--- src/rtl/pipe_stage_reg.sv ---
// Generic valid/ready pipeline stage register with flush-to-bubble and an
// optional two-entry skid buffer that registers ready_o.
module pipe_stage_reg #(
    parameter int              WIDTH  = 32,
    parameter logic [WIDTH-1:0] BUBBLE = '0,
    parameter bit              SKID   = 1'b1
) (
    input  logic             clk,
    input  logic             rst,
    input  logic             flush_i,
    input  logic             valid_i,
    output logic             ready_o,
    input  logic [WIDTH-1:0] data_i,
    output logic             valid_o,
    input  logic             ready_i,
    output logic [WIDTH-1:0] data_o,
    output logic [1:0]       count_o
);

    typedef enum logic [1:0] {
        EMPTY = 2'd0,
        ONE   = 2'd1,
        FULL  = 2'd2
    } state_t;

    if (SKID) begin : g_skid
        state_t           state_q, state_d;
        logic [WIDTH-1:0] main_q, main_d;
        logic [WIDTH-1:0] skid_q, skid_d;
        logic             ready_q, ready_d;
        logic             in_xfer, out_xfer;

        assign in_xfer  = valid_i & ready_q;
        assign out_xfer = (state_q != EMPTY) & ready_i;

        always_comb begin
            state_d = state_q;
            main_d  = main_q;
            skid_d  = skid_q;
            if (flush_i) begin
                state_d = EMPTY;
                main_d  = BUBBLE;
            end else begin
                case (state_q)
                    EMPTY: begin
                        if (in_xfer) begin
                            main_d  = data_i;
                            state_d = ONE;
                        end
                    end
                    ONE: begin
                        if (in_xfer && !out_xfer) begin
                            skid_d  = data_i;
                            state_d = FULL;
                        end else if (in_xfer && out_xfer) begin
                            main_d  = data_i;
                        end else if (out_xfer) begin
                            main_d  = BUBBLE;
                            state_d = EMPTY;
                        end
                    end
                    FULL: begin
                        if (out_xfer) begin
                            main_d  = skid_q;
                            state_d = ONE;
                        end
                    end
                    default: begin
                        state_d = EMPTY;
                        main_d  = BUBBLE;
                    end
                endcase
            end
            // ready_o is registered: it tracks whether the skid entry will be free next cycle
            ready_d = (state_d != FULL);
        end

        always_ff @(posedge clk) begin
            if (rst) begin
                state_q <= EMPTY;
                main_q  <= BUBBLE;
                skid_q  <= BUBBLE;
                ready_q <= 1'b1;
            end else begin
                state_q <= state_d;
                main_q  <= main_d;
                skid_q  <= skid_d;
                ready_q <= ready_d;
            end
        end

        assign valid_o = (state_q != EMPTY);
        assign data_o  = main_q;
        assign ready_o = ready_q;
        assign count_o = state_q;
    end else begin : g_single
        logic             valid_q, valid_d;
        logic [WIDTH-1:0] main_q, main_d;
        logic             ready_c;

        assign ready_c = ready_i | ~valid_q;

        always_comb begin
            valid_d = valid_q;
            main_d  = main_q;
            if (flush_i) begin
                valid_d = 1'b0;
                main_d  = BUBBLE;
            end else if (ready_c) begin
                valid_d = valid_i;
                main_d  = valid_i ? data_i : BUBBLE;
            end
        end

        always_ff @(posedge clk) begin
            if (rst) begin
                valid_q <= 1'b0;
                main_q  <= BUBBLE;
            end else begin
                valid_q <= valid_d;
                main_q  <= main_d;
            end
        end

        assign valid_o = valid_q;
        assign data_o  = main_q;
        assign ready_o = ready_c;
        assign count_o = {1'b0, valid_q};
    end

endmodule

--- config.mk ---
export PLATFORM = sky130hd
export DESIGN_NAME = pipe_stage_reg
export DESIGN_NICKNAME = d
export VERILOG_FILES = /design/src/rtl/pipe_stage_reg.sv
export SDC_FILE = /design/constraint.sdc
export NUM_CORES = 1
export LEC_CHECK = 0
export ABC_AREA = 1
export CAP_MARGIN = 20
export CORE_UTILIZATION = 40
export DETAILED_ROUTE_END_ITERATION = 16
export GPL_ROUTABILITY_DRIVEN = 0
export PLACE_DENSITY = 0.67
export SLEW_MARGIN = 20
export SYNTH_ARGS = -nofsm -noshare
export SYNTH_HDL_FRONTEND = slang
export SYNTH_SLANG_ARGS = --single-unit
--- constraint.sdc ---
create_clock -name clk -period 3.3 [get_ports clk]
set_input_delay 0.33 -clock clk [delete_from_list [all_inputs] [get_ports clk]]
set_output_delay 0.33 -clock clk [all_outputs]
set_load 0.01 [all_outputs]
==> run_results.csv <==
group,metric,value,unit
critical_path,reg2reg_to,"data_o[31]",
critical_path,reg2reg_depth,7,
global_route,grt_util_all_layers,23.67,%
floorplan,start_util,42.32,%
route,vias,3126,
global_route,grt_max_degree,35,
pwr,peakVddDrop,0.3027,mV
global_route,grt.overflow.total,0,
run,max_cap_viol_count,0,
logic_synthesis,post-synth-top-area-fraction,45.64,%
timing,finClkSkew,0.007078,ns
critical_path,r2r_slack,1.31,ns
route,wirelength,8.568,mm
route,wl_per_cell,14.85,microns
critical_path,arrival,1.68,ns
critical_path,timing.critical_path.to,"valid_o",
run_status,status,"finished clean",
critical_path,crit_path_start,"count_o[1]",
route,drt-initial-drc-count,242,
logic_synthesis,avgSynthCellArea,7.048,sq um
pwr,p_total,1841,uW
logic_synthesis,synthesis.nets,454,
clock_tree,cts_tree,"yes",
critical_path,endpoint_kind,"output port",
clock_tree,cts_root_buf,"clkbuf_8",
route,first_pass_iters,5,
floorplan,dieArea,7695,sq um
clock_tree,holdBufCountCts,0,
critical_path,r2r_start,"count_o[1]",
logic_synthesis,syn_area,2939,sq um
clock_tree,clk_latency,0.34,ns
timing,report.final.hold_viol_count,0,
clock_tree,clock_sinks,67,
floorplan,num_io_pins,73,
clock_tree,post-cts-setup-buffers,0,
critical_path,cp_data_required_time,2.97,ns
timing,finalSetupViolations,0,
clock_tree,post_cts_resized,0,
global_route,first_global_vias,2944,
timing,rsz0062_at_grt,"no",
timing,layout_min_cycle_time,2.007,ns
placed_design,port_buffers,72,
critical_path,path_class,"reg2out",
clock_tree,htree_levels,3,
finish,nets,513,
logic_synthesis,synth_cell_types,15,
timing,max_slew.worst_pin.slew,0.7894,ns
timing,slew-limit-headroom,47.31,%
floorplan,core_area,6944,sq um
clock_tree,clockBufferDepth,2,
pwr,leakagePower,0.001468,uW
route,drc,0,
finish,area_growth,34.65,%
route,drtAntennaViolNets,0,
critical_path,cp-start-kind,"register",
floorplan,rows,30,
finish,antennaDiodeCount,0,
timing,slew_violations,0,
floorplan,dieHeight,87.72,microns
pwr,powerDensity,465.2,nW/um^2
critical_path,worstPathMaxFanout,5,
timing,fmax,498.3,MHz
floorplan,die_w,87.72,microns
timing,period_share,60.82,%
placed_design,detailed_place_hpwl,5.080,mm
global_route,antenna_found_initial,0,
logic_synthesis,syn-instance-count,417,
logic_synthesis,synth_top_area_cell,"dfxtp_1",
logic_synthesis,synth_seq_cells,67,
clock_tree,numCtsBuffers,9,
finish,drive_gt1_share,7.484,%
global_route,grt_pass1_wl,14.28,mm
logic_synthesis,synthTopCellsByArea,"dfxtp_1 (46%), nand2_1 (17%), nand3_1 (11%), a21oi_1 (11%), nand4_1 (6.8%)",
clock_tree,path_clk_slew,0.08,ns
logic_synthesis,ys_warn_count,0,
min_path,hold_class,"reg2reg",
route,viasPerCell,5.418,
logic_synthesis,yosysSeqAreaShare,45.64,%
timing,final.setup.tns,0,ns
-- how the worst min path moves through the flow --
stage	start	endpoint	slack (ns)	cells past startpoint
2_1_floorplan	g_skid.skid_q[0]	g_skid.skid_q[0]	0.44	2
3_3_place_gp	g_skid.skid_q[8]	g_skid.skid_q[8]	0.45	2
3_5_place_dp	g_skid.skid_q[1]	g_skid.skid_q[1]	0.45	2
4_1_cts	g_skid.skid_q[1]	g_skid.skid_q[1]	0.46	2
5_1_grt	g_skid.skid_q[7]	g_skid.skid_q[7]	0.47	2
6_report	g_skid.skid_q[11]	g_skid.skid_q[11]	0.46	2
-- worst max-delay path: stages, from the launching register on --
cell	delay, ns
dfxtp_1	0.47
inv_1	0.16
nand2_1	0.16
clkdlybuf4s50_1	0.55
-- through the flow --
stage / cells / setup slack [ns] / utilization [%] / instance area, sq um / hold slack (ns)
2_1_floorplan: 417 / 1.842 / - / 2939 / 0.4410
3_3_place_gp: 561 / 0.9088 / 53.69 / 3729 / 0.4471
3_5_place_dp: 561 / 1.039 / 53.73 / 3731 / 0.4532
4_1_cts: 577 / 1.283 / 56.99 / 3958 / 0.4648
5_1_grt: 577 / 1.156 / 56.99 / 3958 / 0.4748
6_report: 577 / 1.293 / 56.99 / 3958 / 0.4625
-- logic make-up (layout without fill, tap and decap cells) --
family          after synthesis  in the layout  share of synthesized area, %
compound gates               67             67                         11.54
flops                        67             67                         45.64
simple gates                240            240                         36.57
buf+inv                      43            107                         6.258
-- placed cells by master, fill, tap and decap left out, drive strengths merged --
master,count
buf,13
clkbuf,10
o21ai,1
dfxtp,67
bufinv,2
nor3,2
clkinv,4
inv,4
nand2,135
nand4,32
clkinvlp,2
clkdlybuf4s50,72
nand3,67
nor2,4
a21oi,66
-- registers in the layout (all words and copies together), names as in the netlist --
register	flops
g_skid.skid_q	32
count_o	2
data_o	32
ready_o	1
-- routing by layer --
layer	up-vias	wire length (microns)	track usage (%)
li1	1537	-	-
met3	15	693	6.315
met2	149	3780	38.34
met4	0	111	4.918
met5	-	0	0
met1	1425	3983	31.70
-- synthesized netlist by cell type (all sizes together) --
library cell,instances
nand4,32
clkbuf,19
inv,4
o21ai,1
nor3,2
buf,18
nor2,4
nand2,135
a21oi,66
nand3,67
clkinv,2
dfxtp,67
-- report_power, final --
part	leakage [uW]	internal [uW]	switching [uW]	total [uW]
sequential	0.000543	827	10.5	837
clock	0.000108	446	326	771
combinational	0.000816	103	129	233
total	0.00147	1380	465	1840
-- cell type report --
cell class | instances | area (sq um)
Timing Repair Buffer | 85 | 818.3
Multi-Input combinational cell | 307 | 1429
Clock buffer | 10 | 137.6
Tap cell | 96 | 120.1
Clock inverter | 6 | 88.84
Fill cell | 667 | 2987
Inverter | 6 | 22.52
Sequential cell | 67 | 1341
(Power assumes the default switching activity.)
